===== src/rtl/i2c_mon_pkg.sv =====
// Shared types for the passive I2C bus monitor: record tags, FSM states
// and the packed record pushed into the record FIFO.
package i2c_mon_pkg;

    typedef enum logic [2:0] {
        TAG_START_ADDR   = 3'd0,
        TAG_RESTART_ADDR = 3'd1,
        TAG_DATA         = 3'd2,
        TAG_STOP         = 3'd3,
        TAG_TIMEOUT      = 3'd4
    } rec_tag_e;

    typedef enum logic [1:0] {
        ST_IDLE,
        ST_ADDR,
        ST_DATA,
        ST_SKIP
    } mon_state_e;

    localparam int REC_W = 3 + 8 + 1;

    typedef struct packed {
        rec_tag_e    tag;
        logic [7:0]  data;
        logic        ack;
    } rec_t;

    // Bits with a 0 in mask are don't-care; an all-zero mask matches every address.
    function automatic logic addr_hit(input logic [6:0] addr,
                                      input logic [6:0] match,
                                      input logic [6:0] mask);
        return ((addr ^ match) & mask) == 7'd0;
    endfunction

endpackage


===== src/rtl/i2c_mon_fifo.sv =====
// Synchronous first-word-fall-through FIFO; when empty the read port keeps
// presenting the most recently popped word.
module i2c_mon_fifo #(
    parameter int DEPTH = 16,
    parameter int WIDTH = 12
) (
    input  logic             clk,
    input  logic             rst_n,
    input  logic             push_i,
    input  logic [WIDTH-1:0] push_data_i,
    input  logic             pop_i,
    output logic [WIDTH-1:0] pop_data_o,
    output logic             full_o,
    output logic             empty_o
);

    localparam int AW = $clog2(DEPTH);
    localparam int CW = AW + 1;
    localparam logic [CW-1:0] FULL_CNT = CW'(DEPTH);

    logic [WIDTH-1:0] mem_q [DEPTH];
    logic [AW-1:0]    wr_ptr_q, rd_ptr_q;
    logic [CW-1:0]    count_q;
    logic [WIDTH-1:0] last_q;
    logic             wr_en, rd_en;

    assign full_o     = (count_q == FULL_CNT);
    assign empty_o    = (count_q == '0);
    assign rd_en      = pop_i & ~empty_o;
    assign wr_en      = push_i & (~full_o | rd_en);
    assign pop_data_o = empty_o ? last_q : mem_q[rd_ptr_q];

    // NOTE: the storage array is deliberately not reset; count_q alone decides
    // which entries are meaningful, so only the control state needs a reset.
    always_ff @(posedge clk) begin
        if (wr_en) mem_q[wr_ptr_q] <= push_data_i;
    end

    always_ff @(posedge clk or negedge rst_n) begin
        if (!rst_n) begin
            wr_ptr_q <= '0;
            rd_ptr_q <= '0;
            count_q  <= '0;
            last_q   <= '0;
        end else begin
            if (wr_en) wr_ptr_q <= wr_ptr_q + AW'(1);
            if (rd_en) begin
                rd_ptr_q <= rd_ptr_q + AW'(1);
                last_q   <= mem_q[rd_ptr_q];
            end
            case ({wr_en, rd_en})
                2'b10:   count_q <= count_q + CW'(1);
                2'b01:   count_q <= count_q - CW'(1);
                default: count_q <= count_q;
            endcase
        end
    end

endmodule


===== src/rtl/i2c_bus_monitor.sv =====
// Passive I2C monitor: synchronise and glitch-filter SCL/SDA, decode bus
// conditions, frame bytes with their ACK, and queue tagged records.
module i2c_bus_monitor
    import i2c_mon_pkg::*;
#(
    parameter int FILTER_LEN  = 4,
    parameter int FIFO_DEPTH  = 16,
    parameter int TIMEOUT_CYC = 1000000,
    parameter int CNT_W       = 16
) (
    input  logic             clk,
    input  logic             rst_n,
    input  logic             scl_i,
    input  logic             sda_i,
    input  logic [6:0]       addr_match,
    input  logic [6:0]       addr_mask,
    input  logic             clr_overflow,
    output logic             rec_valid,
    input  logic             rec_ready,
    output logic [2:0]       rec_tag,
    output logic [7:0]       rec_data,
    output logic             rec_ack,
    output logic             bus_busy,
    output logic             overflow,
    output logic [CNT_W-1:0] drop_cnt
);

    localparam int TMO_W = $clog2(TIMEOUT_CYC + 1);
    localparam logic [TMO_W-1:0] TMO_LAST = TMO_W'(TIMEOUT_CYC - 1);
    localparam logic [3:0]       FLT_LAST = 4'(FILTER_LEN - 1);

    // Line index 0 is SCL, 1 is SDA.
    logic [1:0]      sync1_q, sync2_q, filt_q, filt_prev_q;
    logic [1:0][3:0] flt_cnt_q;

    always_ff @(posedge clk or negedge rst_n) begin
        if (!rst_n) begin
            sync1_q     <= 2'b11;
            sync2_q     <= 2'b11;
            filt_q      <= 2'b11;
            filt_prev_q <= 2'b11;
            flt_cnt_q   <= '0;
        end else begin
            // NOTE: every clocked assignment is non-blocking so the pipeline
            // stages all see the previous cycle's values regardless of order.
            sync1_q     <= {sda_i, scl_i};
            sync2_q     <= sync1_q;
            filt_prev_q <= filt_q;
            for (int i = 0; i < 2; i++) begin
                if (sync2_q[i] == filt_q[i]) begin
                    flt_cnt_q[i] <= '0;
                end else if (flt_cnt_q[i] == FLT_LAST) begin
                    filt_q[i]    <= sync2_q[i];
                    flt_cnt_q[i] <= '0;
                end else begin
                    flt_cnt_q[i] <= flt_cnt_q[i] + 4'd1;
                end
            end
        end
    end

    logic scl_f, sda_f, scl_p, sda_p;
    logic scl_rise_q, start_q, stop_q, sda_smp_q;

    assign scl_f = filt_q[0];
    assign sda_f = filt_q[1];
    assign scl_p = filt_prev_q[0];
    assign sda_p = filt_prev_q[1];

    // A simultaneous SCL change breaks the "SCL high on both samples" term,
    // so START/STOP are suppressed and only the SCL edge survives.
    always_ff @(posedge clk or negedge rst_n) begin
        if (!rst_n) begin
            scl_rise_q <= 1'b0;
            start_q    <= 1'b0;
            stop_q     <= 1'b0;
            sda_smp_q  <= 1'b1;
        end else begin
            scl_rise_q <= scl_f & ~scl_p;
            start_q    <= scl_f & scl_p & sda_p & ~sda_f;
            stop_q     <= scl_f & scl_p & ~sda_p & sda_f;
            sda_smp_q  <= sda_f;
        end
    end

    mon_state_e       state_q, state_d;
    logic [3:0]       bit_cnt_q, bit_cnt_d;
    logic [7:0]       shift_q, shift_d;
    logic             restart_q, restart_d;
    logic [TMO_W-1:0] tmo_cnt_q, tmo_cnt_d;
    logic             push_q, push_d;
    rec_t             push_rec_q, push_rec_d;
    logic [3:0]       partial;

    // Every STOP is preceded by an SCL rise that is not a data bit, so that
    // last rise is excluded from the reported partial-bit count.
    assign partial = (bit_cnt_q == 4'd0) ? 4'd0 : bit_cnt_q - 4'd1;

    always_comb begin
        // NOTE: defaults first so every path assigns every output (no latches).
        state_d    = state_q;
        bit_cnt_d  = bit_cnt_q;
        shift_d    = shift_q;
        restart_d  = restart_q;
        push_d     = 1'b0;
        push_rec_d = push_rec_q;
        tmo_cnt_d  = (state_q == ST_IDLE || scl_f) ? '0 : tmo_cnt_q + TMO_W'(1);

        if (state_q != ST_IDLE && !scl_f && tmo_cnt_q == TMO_LAST) begin
            push_d     = 1'b1;
            push_rec_d = '{tag: TAG_TIMEOUT, data: 8'h00, ack: 1'b0};
            state_d    = ST_IDLE;
            tmo_cnt_d  = '0;
        end else if (start_q) begin
            state_d   = ST_ADDR;
            restart_d = (state_q != ST_IDLE);
            bit_cnt_d = 4'd0;
        end else if (stop_q && state_q != ST_IDLE) begin
            if (state_q == ST_DATA) begin
                push_d     = 1'b1;
                push_rec_d = '{tag: TAG_STOP, data: {4'd0, partial}, ack: 1'b0};
            end
            state_d = ST_IDLE;
        end else if (scl_rise_q && (state_q == ST_ADDR || state_q == ST_DATA)) begin
            if (bit_cnt_q != 4'd8) begin
                shift_d   = {shift_q[6:0], sda_smp_q};
                bit_cnt_d = bit_cnt_q + 4'd1;
            end else begin
                bit_cnt_d = 4'd0;
                if (state_q == ST_DATA) begin
                    push_d     = 1'b1;
                    push_rec_d = '{tag: TAG_DATA, data: shift_q, ack: ~sda_smp_q};
                end else if (addr_hit(shift_q[7:1], addr_match, addr_mask)) begin
                    push_d     = 1'b1;
                    push_rec_d = '{tag: restart_q ? TAG_RESTART_ADDR : TAG_START_ADDR,
                                   data: shift_q, ack: ~sda_smp_q};
                    state_d    = ST_DATA;
                end else begin
                    state_d = ST_SKIP;
                end
            end
        end
    end

    always_ff @(posedge clk or negedge rst_n) begin
        if (!rst_n) begin
            state_q    <= ST_IDLE;
            bit_cnt_q  <= '0;
            shift_q    <= '0;
            restart_q  <= 1'b0;
            tmo_cnt_q  <= '0;
            push_q     <= 1'b0;
            push_rec_q <= '0;
        end else begin
            state_q    <= state_d;
            bit_cnt_q  <= bit_cnt_d;
            shift_q    <= shift_d;
            restart_q  <= restart_d;
            tmo_cnt_q  <= tmo_cnt_d;
            push_q     <= push_d;
            push_rec_q <= push_rec_d;
        end
    end

    assign bus_busy = (state_q != ST_IDLE);

    logic             fifo_full, fifo_empty, pop, drop;
    logic [REC_W-1:0] fifo_rd;
    rec_t             head;

    i2c_mon_fifo #(
        .DEPTH (FIFO_DEPTH),
        .WIDTH (REC_W)
    ) u_fifo (
        .clk         (clk),
        .rst_n       (rst_n),
        .push_i      (push_q),
        .push_data_i (push_rec_q),
        .pop_i       (pop),
        .pop_data_o  (fifo_rd),
        .full_o      (fifo_full),
        .empty_o     (fifo_empty)
    );

    assign head      = fifo_rd;
    assign rec_valid = ~fifo_empty;
    assign rec_tag   = head.tag;
    assign rec_data  = head.data;
    assign rec_ack   = head.ack;
    assign pop       = rec_valid & rec_ready;
    assign drop      = push_q & fifo_full & ~pop;

    logic             overflow_q, overflow_d;
    logic [CNT_W-1:0] drop_cnt_q, drop_cnt_d;

    // A drop in the same cycle as clr_overflow wins and restarts the count at one.
    always_comb begin
        overflow_d = overflow_q;
        drop_cnt_d = drop_cnt_q;
        if (drop) begin
            overflow_d = 1'b1;
            if (clr_overflow)          drop_cnt_d = CNT_W'(1);
            else if (drop_cnt_q != '1) drop_cnt_d = drop_cnt_q + CNT_W'(1);
        end else if (clr_overflow) begin
            overflow_d = 1'b0;
            drop_cnt_d = '0;
        end
    end

    always_ff @(posedge clk or negedge rst_n) begin
        if (!rst_n) begin
            overflow_q <= 1'b0;
            drop_cnt_q <= '0;
        end else begin
            overflow_q <= overflow_d;
            drop_cnt_q <= drop_cnt_d;
        end
    end

    assign overflow = overflow_q;
    assign drop_cnt = drop_cnt_q;

endmodule


===== config.mk =====
export PLATFORM = sky130hd
export DESIGN_NAME = i2c_bus_monitor
export DESIGN_NICKNAME = d
export VERILOG_FILES = /design/src/rtl/i2c_mon_pkg.sv /design/src/rtl/i2c_mon_fifo.sv /design/src/rtl/i2c_bus_monitor.sv
export SDC_FILE = /design/constraint.sdc
export NUM_CORES = 1
export LEC_CHECK = 0
export CAP_MARGIN = 10
export CORE_UTILIZATION = 59
export CTS_CLUSTER_DIAMETER = 200
export DETAILED_ROUTE_END_ITERATION = 8
export GPL_TIMING_DRIVEN = 0
export HOLD_SLACK_MARGIN = 0.06
export PLACE_DENSITY_LB_ADDON = 0.12
export SYNTH_ARGS = -nofsm -noshare
export SYNTH_HDL_FRONTEND = slang
export SYNTH_SLANG_ARGS = --single-unit

===== constraint.sdc =====
create_clock -name clk -period 7.8 [get_ports clk]
set_input_delay 1.95 -clock clk [delete_from_list [all_inputs] [get_ports clk]]
set_output_delay 1.95 -clock clk [all_outputs]
set_load 0.1 [all_outputs]

==> impl_summary.txt, run 1 <==
----------------------------------------------------
[Worst setup path]
  Register-to-register setup slack ... 4.70 ns
  Slowest stage cell on the critical path ... sky130_fd_sc_hd__clkdlybuf4s50_1
  Kind of capture point of the worst setup path ... output pin
  Worst path top cell family by delay ... buffers and inverters
  Max incr delay on CP ... 0.96 ns
  Bufs and invs on worst path ... 3
  Reg-to-Reg Start ... u_fifo.count_q[2]
  Startpoint type of the worst setup path ... flip-flop
  Critical path depth in cells ... 6
  Register-to-Register Path Depth ... 10
  CP Data Required Time ... roughly 6 ns
  Max FO, Critical Path ... 10
  Reg2reg end ... u_fifo.count_q[4]
  Library cell appearing most often on the critical path ... sky130_fd_sc_hd__mux4_2
  Worst setup path category ... reg -> out
  Arr. time, crit path ... 3.93 ns
  CP Cell Sequence ... clkbuf_1 > buf_1 > mux4_2 > mux4_2 > mux2_2 > clkdlybuf4s50_1

[Pwr]
  Power density relative to cell area ... ~350 nW/µm²
  Switching Share ... 34.5%
  Net switching component of the power ... 1.77 mW
  Combinational share of power ... 33.1%
  Sequential fraction of design power ... 40.7%
  Leakage ... 5.45 nW
  Maximum resistive drop on vdd ... 0.000236 V
  Clock power share ... 26.2%
  Design internal power ... approximately 3.4 mW

[Clock network]
  Count of cells resized by post-cts repair ... 0
  Clk sinks ... 301
  Cts-stage hold buffer count ... 0
  Clock latency on the worst-skew pair ... 0.55 ns
  Post-CTS setup repair buffer count ... 0
  H-tree levels ... 1
  Root buf cell ... sky130_fd_sc_hd__clkbuf_16
  Largest buffer count on any clock path ... 3
  Clock tree from TritonCTS ... built
  Clock-pin slew on the worst setup and hold paths ... 0.06 ns
  Total clock buffers created by CTS ... 30

[Yosys]
  Synth Flop Type ... sky130_fd_sc_hd__edfxtp_1
  Syn_nets ... 816
  Area of the mapped netlist ... about 13000 µm²
  Netlist cell types ... 66
  Syn avg cell area ... 16.4 µm²
  Yosys Warn Count ... 0
  Library cell with the largest summed area after synthesis ... sky130_fd_sc_hd__edfxtp_1
  Post-synthesis async set-or-reset flop share ... 36.2%
  Number of instances in the synthesized netlist ... 781
  Synthesized flop and latch total ... around 300
  Area share of the largest cell type after synthesis ... 45.0%
  Synth area leaders ... sky130_fd_sc_hd__edfxtp_1 45%, sky130_fd_sc_hd__dfrtp_1 20%, sky130_fd_sc_hd__mux4_2 8.1%
  Number of enable-type register cells in the synthesized netlist ... 192
  Proportion of synthesized chip area in sequential cells ... 66.4%

[STA]
  Unrepaired setup endpoints after global routing ... no
  Actual transition at the worst max-transition pin ... approximately 1.1 ns
  Period utilization ... 75.4%
  Maximum clock rate ... 170 MHz
  Worst Clk Skew ... 0.0167 ns
  Summed negative setup slack over all endpoints ... 0 ns
  Worst hold margin ... 0.357 ns
  Final-report hold violation count ... 0
  Max-slew violation count ... 0
  Min cycle time layout ... approximately 5.9 ns
  Worst slew margin relative to its limit ... between 20% and 30%
  Setup violation total in the final timing report ... 0

[Floorplan]
  Floorplan row count ... 53
  Die outline area ... between 20000 and 25000 µm²
  Die width ... 149 µm
  Total core area ... approximately 21000 µm²
  Starting density of the core ... 60.5%
  Io pins ... 51
  Chip Height ... about 150 µm

[Place]
  Detailed placement HPWL ... 17400 µm
  Number of input and output port buffers inserted ... 50
  Cell area reported after detailed placement ... about 14000 µm²
  Placer congestion estimate ... 0.863

[Detailed routing]
  Total Routed Length ... 25300 µm
  Post-DRT Antenna Nets ... 0
  Post-detailed-route via-to-cell ratio ... 6.08
  Routed wire length per instance ... 21.6 µm
  First-iteration detailed-routing DRC count ... around 480
  Drt pass-1 iters ... 7
  Total number of vias ... 7128
  Remaining routing DRC violations ... 0

[Global routing]
  Maximum number of pins on one net before global-route repair ... 70
  First-pass GRT wire length ... 39900 µm
  Overall fraction of global-route tracks in use ... between 20% and 30%
  Initial antenna violation count ... 0
  Via count of the first global-routing pass ... roughly 7200
  GR Overflow Total ... 0

[Job]
  Number of max-capacitance violations reported ... 0

[Finish]
  # nets final ... 908
  N_diodes ... 0
  Area grow syn2layout ... 15.2%
  Fraction of layout cells with a size suffix above 1 ... 20.2%
  Fin area ... 14700 µm²

[Min path]
  Min-delay src ... sync1_q[0]
  Cell count of the worst hold path ... 0
  Worst hold path endpoint ... sync2_q[0]
  Worst min path class ... reg -> reg

[Outcome]
  Status ... complete, no violations

----------------------------------------------------
-- power by group through the flow --
stage,logic (mW),registers (mW),clock network [mW]
6_report,1.70,2.09,1.34
2_1_floorplan,1.34,2.05,0
3_5_place_dp,1.71,2.12,0
3_3_place_gp,1.66,2.10,0
5_1_grt,1.80,2.12,1.43
4_1_cts,1.72,2.09,1.36
-- how the worst max path moves through the flow --
stage,end,slack (ns),start
6_report,rec_tag[0],1.92,u_fifo.rd_ptr_q[1]
5_1_grt,rec_tag[0],1.82,u_fifo.rd_ptr_q[1]
4_1_cts,rec_tag[2],1.88,u_fifo.rd_ptr_q[1]
3_5_place_dp,rec_tag[2],2.50,u_fifo.rd_ptr_q[1]
3_3_place_gp,u_fifo.last_q[5],0.58,rst_n
2_1_floorplan,rec_tag[2],3.73,u_fifo.rd_ptr_q[0]
-- stage by stage --
step	std cells	power (mW)	setup slack (ns)	utilization, %
3_5_place_dp	1115	3.83	2.50	65.2
6_report	1172	5.14	1.92	69.7
3_3_place_gp	1106	3.76	0.579	64.5
5_1_grt	1172	5.34	1.82	69.7
4_1_cts	1171	5.17	1.88	69.7
2_1_floorplan	781	3.39	3.73	-
-- metal layers --
| layer | track usage, % | wire (µm) | vias up |
|---|---|---|---|
| li1 | - | - | 3240 |
| met3 | 2.84 | 1200 | 36 |
| met4 | 4.64 | 378 | 0 |
| met5 | 0 | 0 | - |
| met1 | 32.3 | 10400 | 3652 |
| met2 | 41.8 | 13300 | 200 |
-- layout by cell type (no fill, tap or decap), types with 8 or more instances in the layout --
| cell | count |
|---|---|
| sky130_fd_sc_hd__xor2_1 | 25 |
| sky130_fd_sc_hd__clkbuf_16 | 30 |
| sky130_fd_sc_hd__clkbuf_1 | 17 |
| sky130_fd_sc_hd__mux4_2 | 46 |
| sky130_fd_sc_hd__inv_1 | 22 |
| sky130_fd_sc_hd__a21oi_1 | 18 |
| sky130_fd_sc_hd__o21ai_0 | 13 |
| sky130_fd_sc_hd__nor2_1 | 48 |
| sky130_fd_sc_hd__nand3_1 | 22 |
| sky130_fd_sc_hd__mux2_2 | 30 |
| sky130_fd_sc_hd__nand4_1 | 12 |
| sky130_fd_sc_hd__buf_4 | 8 |
| sky130_fd_sc_hd__mux4_1 | 15 |
| sky130_fd_sc_hd__dfrtp_1 | 101 |
| sky130_fd_sc_hd__buf_6 | 11 |
| sky130_fd_sc_hd__dfstp_2 | 8 |
| sky130_fd_sc_hd__xnor2_1 | 18 |
| sky130_fd_sc_hd__and3_1 | 9 |
| sky130_fd_sc_hd__nor3_1 | 12 |
| sky130_fd_sc_hd__ha_1 | 15 |
| sky130_fd_sc_hd__edfxtp_1 | 192 |
| sky130_fd_sc_hd__clkdlybuf4s50_1 | 49 |
| sky130_fd_sc_hd__nand2_1 | 27 |
-- area by class of cell --
| type | count | area (µm²) |
|---|---|---|
| Clock buffer | 41 | 852 |
| Fill cell | 1340 | 6410 |
| Inverter | 22 | 82.6 |
| Timing Repair Buffer | 60 | 608 |
| Sequential cell | 301 | 8500 |
| Tap cell | 275 | 344 |
| Multi-Input combinational cell | 428 | 4080 |
| Buffer | 30 | 178 |
| Clock inverter | 15 | 91.3 |
-- sequential cells by signal, indices dropped and copies added, names as in the netlist, 2 cells and up --
| name | flops |
|---|---|
| state_q | 2 |
| u_fifo.wr_ptr_q | 4 |
| bit_cnt_q | 4 |
| drop_cnt | 16 |
| shift_q | 8 |
| u_fifo.rd_ptr_q | 4 |
| sync2_q | 2 |
| tmo_cnt_q | 20 |
| flt_cnt_q | 8 |
| push_rec_q | 12 |
| filt_prev_q | 2 |
| filt_q | 2 |
| sync1_q | 2 |
| u_fifo.last_q | 12 |
| u_fifo.mem_q | 192 |
| u_fifo.count_q | 5 |
-- cell families (layout without fill, tap and decap cells) --
group                    count (synthesis)  after routing  synth area share, %
buffers and inverters                   52            168                 2.03
AO/OA/AOI/OAI                           74             74                 3.94
multiplexers                           102            102                 14.9
flip-flops                             301            301                 66.4
XOR/XNOR                                43             43                 2.94
adder cells (fa/ha/maj)                 15             15                 1.47
AND/OR/NAND/NOR                        194            194                 8.26
-- cells in the mapped netlist (3+ instances only) --
cell and instances:
sky130_fd_sc_hd__a21oi_1 18, sky130_fd_sc_hd__a22o_1 5, sky130_fd_sc_hd__a311oi_1 3, sky130_fd_sc_hd__a31oi_1 4
sky130_fd_sc_hd__and2_1 7, sky130_fd_sc_hd__and3_1 9, sky130_fd_sc_hd__and4_1 5, sky130_fd_sc_hd__buf_1 5
sky130_fd_sc_hd__buf_2 4, sky130_fd_sc_hd__buf_6 7, sky130_fd_sc_hd__clkbuf_1 12, sky130_fd_sc_hd__dfrtp_1 101
sky130_fd_sc_hd__dfstp_2 8, sky130_fd_sc_hd__edfxtp_1 192, sky130_fd_sc_hd__ha_1 15, sky130_fd_sc_hd__inv_1 22
sky130_fd_sc_hd__mux2_2 30, sky130_fd_sc_hd__mux2_4 7, sky130_fd_sc_hd__mux2i_1 4, sky130_fd_sc_hd__mux4_1 15
sky130_fd_sc_hd__mux4_2 46, sky130_fd_sc_hd__nand2_1 27, sky130_fd_sc_hd__nand2b_1 4, sky130_fd_sc_hd__nand3_1 22
sky130_fd_sc_hd__nand4_1 12, sky130_fd_sc_hd__nor2_1 48, sky130_fd_sc_hd__nor2b_1 5, sky130_fd_sc_hd__nor3_1 16
sky130_fd_sc_hd__nor3b_1 6, sky130_fd_sc_hd__nor4_1 9, sky130_fd_sc_hd__o211ai_1 4, sky130_fd_sc_hd__o21ai_0 13
sky130_fd_sc_hd__o22ai_1 3, sky130_fd_sc_hd__o31ai_1 6, sky130_fd_sc_hd__or3_1 7, sky130_fd_sc_hd__or4_1 3
sky130_fd_sc_hd__xnor2_1 18, sky130_fd_sc_hd__xor2_1 25
No activity file was read; power rests on OpenSTA's default activity.
==> run 2, diff against run 1 <==
==> constraint.sdc (replaced) <==
create_clock -name clk -period 5.81 [get_ports clk]
set_input_delay 1.4525 -clock clk [delete_from_list [all_inputs] [get_ports clk]]
set_output_delay 1.4525 -clock clk [all_outputs]
set_load 0.1 [all_outputs]
==> results of run 2 <==
The final DEF is identical to that of run 1. Status: complete, no violations.
Main changes from that run: setup slack after placement 2.50 ns -> 1.00 ns; setup slack after layout 1.92 ns -> 0.426 ns; register-to-register setup slack 4.70 ns -> 2.71 ns; total power 5.14 mW -> 6.87 mW; worst IR drop on VDD 0.000236 V -> 0.000317 V
==> run 3, diff against run 2 <==
--- a/config.mk
+++ b/config.mk
@@ -8,6 +8,7 @@
 export CAP_MARGIN = 10
 export CORE_UTILIZATION = 59
 export CTS_CLUSTER_DIAMETER = 200
+export CTS_CLUSTER_SIZE = 8
 export DETAILED_ROUTE_END_ITERATION = 8
 export GPL_TIMING_DRIVEN = 0
 export HOLD_SLACK_MARGIN = 0.06
==> constraint.sdc (replaced) <==
create_clock -name clk -period 5.7 [get_ports clk]
set_input_delay 1.425 -clock clk [delete_from_list [all_inputs] [get_ports clk]]
set_output_delay 1.425 -clock clk [all_outputs]
set_load 0.1 [all_outputs]
==> impl_summary.txt, run 3 (synthesis results as in run 1) <==
----------------------------------------------------
[Clock network]
  Total clock buffers created by CTS ... 43 (+43%)
  Largest buffer count on any clock path ... 3 (unchanged)
  Clock tree from TritonCTS ... built
  Post-CTS setup repair buffer count ... 0 (unchanged)
  Root buf cell ... sky130_fd_sc_hd__clkbuf_16
  H-tree levels ... 2 (+1)
  Clk sinks ... 301 (unchanged)
  Cts-stage hold buffer count ... 0 (unchanged)
  Clock-pin slew on the worst setup and hold paths ... 0.05 ns (about the same)
  Clock latency on the worst-skew pair ... 0.52 ns (-0.03 ns)
  Count of cells resized by post-cts repair ... 0 (unchanged)

[Worst setup path]
  Arr. time, crit path ... 3.94 ns (about the same)
  Startpoint type of the worst setup path ... flip-flop
  Max FO, Critical Path ... 10 (unchanged)
  CP Data Required Time ... roughly 4.3 ns
  Worst setup path category ... reg -> out
  Kind of capture point of the worst setup path ... output pin

[Job]
  Number of max-capacitance violations reported ... 0 (unchanged)

[Pwr]
  Power density relative to cell area ... 497 nW/µm²
  Maximum resistive drop on vdd ... ~0.00029 V
  Design internal power ... 4.97 mW
  Leakage ... 5.58 nW
  Clock power share ... 30.5%
  Switching Share ... roughly 33%
  Sequential fraction of design power ... 38.5%
  Combinational share of power ... a little under a third
  Net switching component of the power ... 2.50 mW

[STA]
  Period utilization ... a little over nine tenths
  Maximum clock rate ... 187 MHz
  Setup violation total in the final timing report ... 0 (unchanged)
  Actual transition at the worst max-transition pin ... 1.14 ns (+0.00177 ns)
  Worst slew margin relative to its limit ... 23.9% (-0.12 points)
  Min cycle time layout ... 5.36 ns
  Final-report hold violation count ... 0 (unchanged)
  Worst Clk Skew ... 0.0130 ns (-0.00367 ns)
  Max-slew violation count ... 0 (unchanged)
  Unrepaired setup endpoints after global routing ... no
  Worst hold margin ... 0.358 ns (+0.000132 ns)

[Outcome]
  Status ... complete, no violations

[Global routing]
  Via count of the first global-routing pass ... 7431 (+2.6%)
  GR Overflow Total ... 0 (unchanged)
  First-pass GRT wire length ... 41000 µm (+2.7%)
  Overall fraction of global-route tracks in use ... 24.7% (+0.95 points)
  Maximum number of pins on one net before global-route repair ... 70 (unchanged)
  Initial antenna violation count ... 0 (unchanged)

[Floorplan]
  Floorplan row count ... 53 (unchanged)
  Total core area ... 21200 µm² (unchanged)
  Die outline area ... 22300 µm² (unchanged)
  Starting density of the core ... 60.5% (unchanged)
  Io pins ... 51 (unchanged)
  Die width ... 149 µm (unchanged)
  Chip Height ... 149 µm (unchanged)

[Min path]
  Worst min path class ... reg -> reg

[Finish]
  N_diodes ... 0 (unchanged)
  Number of fill cells in the layout ... 1322 (-1.3%)
  # nets final ... 921 (+1.4%)
  Flip-flop count of the largest register, all copies and words added ... 192 (unchanged)
  Area grow syn2layout ... 17.3%
  Fin area ... 15000 µm² (+1.8%)
  Most common cell after layout, fill and taps aside ... sky130_fd_sc_hd__edfxtp_1
  Fraction of layout cells with a size suffix above 1 ... 19.6% (-0.59 points)
  Top library cells by usage in the layout, fill and taps aside ... 192 x sky130_fd_sc_hd__edfxtp_1, 101 x sky130_fd_sc_hd__dfrtp_1, 49 x sky130_fd_sc_hd__clkdlybuf4s50_1
  Reg with most FFs ... u_fifo.mem_q

[Detailed routing]
  Drt pass-1 iters ... 5 (-2)
  First-iteration detailed-routing DRC count ... 510 (+6.0%)
  Remaining routing DRC violations ... 0 (unchanged)
  Post-detailed-route via-to-cell ratio ... 6.07 (-0.13%)
  Total Routed Length ... 26300 µm (+4.0%)
  Routed wire length per instance ... 22.0 µm (+2.1%)
  Post-DRT Antenna Nets ... 0 (unchanged)
  Total number of vias ... 7252 (+1.7%)

[Place]
  Cell area reported after detailed placement ... 13800 µm² (unchanged)
  Placer congestion estimate ... 0.863 (unchanged)
  Number of input and output port buffers inserted ... 50 (unchanged)
  Detailed placement HPWL ... 17400 µm (unchanged)

----------------------------------------------------
## run 3: metrics by stage
step | TNS, ns | power [mW] | cells | setup slack [ns] | utilization, %
floorplan | 0 | 4.63 | 781 | 2.16 | -
global placement | -99.47 | 5.13 | 1106 | -0.996 | 64.5
detailed placement | 0 | 5.22 | 1115 | 0.921 | 65.2
CTS | 0 | 7.52 | 1193 | 0.324 | 70.9
global route | 0 | 7.75 | 1194 | 0.260 | 71.0
finish | 0 | 7.47 | 1194 | 0.338 | 71.0
## run 3: worst paths after layout
kind,from,endpoint,slack (ns),cells after the start
worst max-delay path,u_fifo.rd_ptr_q[1],rec_tag[2],0.34,6
worst min-delay path,sync1_q[0],sync2_q[0],0.36,0
worst max register to register,u_fifo.count_q[2],u_fifo.count_q[4],2.63,10
worst min register to register,sync1_q[0],sync2_q[0],0.36,0
max in group asynchronous,rst_n,u_fifo.last_q[6],4.08,2
min in group asynchronous,rst_n,flt_cnt_q[2],0.89,1
## run 3: final cells by class
| type | instances | area [µm²] | share of cell area, % |
|---|---|---|---|
| flip-flops and latches | 301 | 8500 | 56.6 |
| multi-input cells | 428 | 4080 | 27.2 |
| clock buffers | 76 | 1200 | 7.99 |
| repair buffers | 60 | 608 | 4.05 |
| well taps | 275 | 344 | 2.29 |
| plain buffers | 30 | 178 | 1.18 |
| inverters | 22 | 82.6 | 0.550 |
| clock inverters | 2 | 13.8 | 0.0917 |
## run 3: worst max-delay path: stages (launching register included)
cell,delay (ns)
sky130_fd_sc_hd__dfrtp_1,0.37
sky130_fd_sc_hd__clkbuf_1,0.18
sky130_fd_sc_hd__buf_1,0.66
sky130_fd_sc_hd__mux4_2,0.44
sky130_fd_sc_hd__mux4_2,0.53
sky130_fd_sc_hd__mux2_2,0.28
sky130_fd_sc_hd__clkdlybuf4s50_1,0.96
## run 3: power by group through the flow
stage	Sequential (mW)	Clock, mW	Combinational, mW
2_1_floorplan	2.81	0	1.82
3_3_place_gp	2.88	0	2.25
3_5_place_dp	2.91	0	2.31
4_1_cts	2.87	2.31	2.33
5_1_grt	2.90	2.41	2.44
6_report	2.88	2.28	2.31
## run 3: per-layer routing
layer | GRT usage, % | share of wire, %
met5 | 0 | 0
met2 | 42.4 | 51
met3 | 4.07 | 5.4
met1 | 32.5 | 41
met4 | 7.76 | 2.2
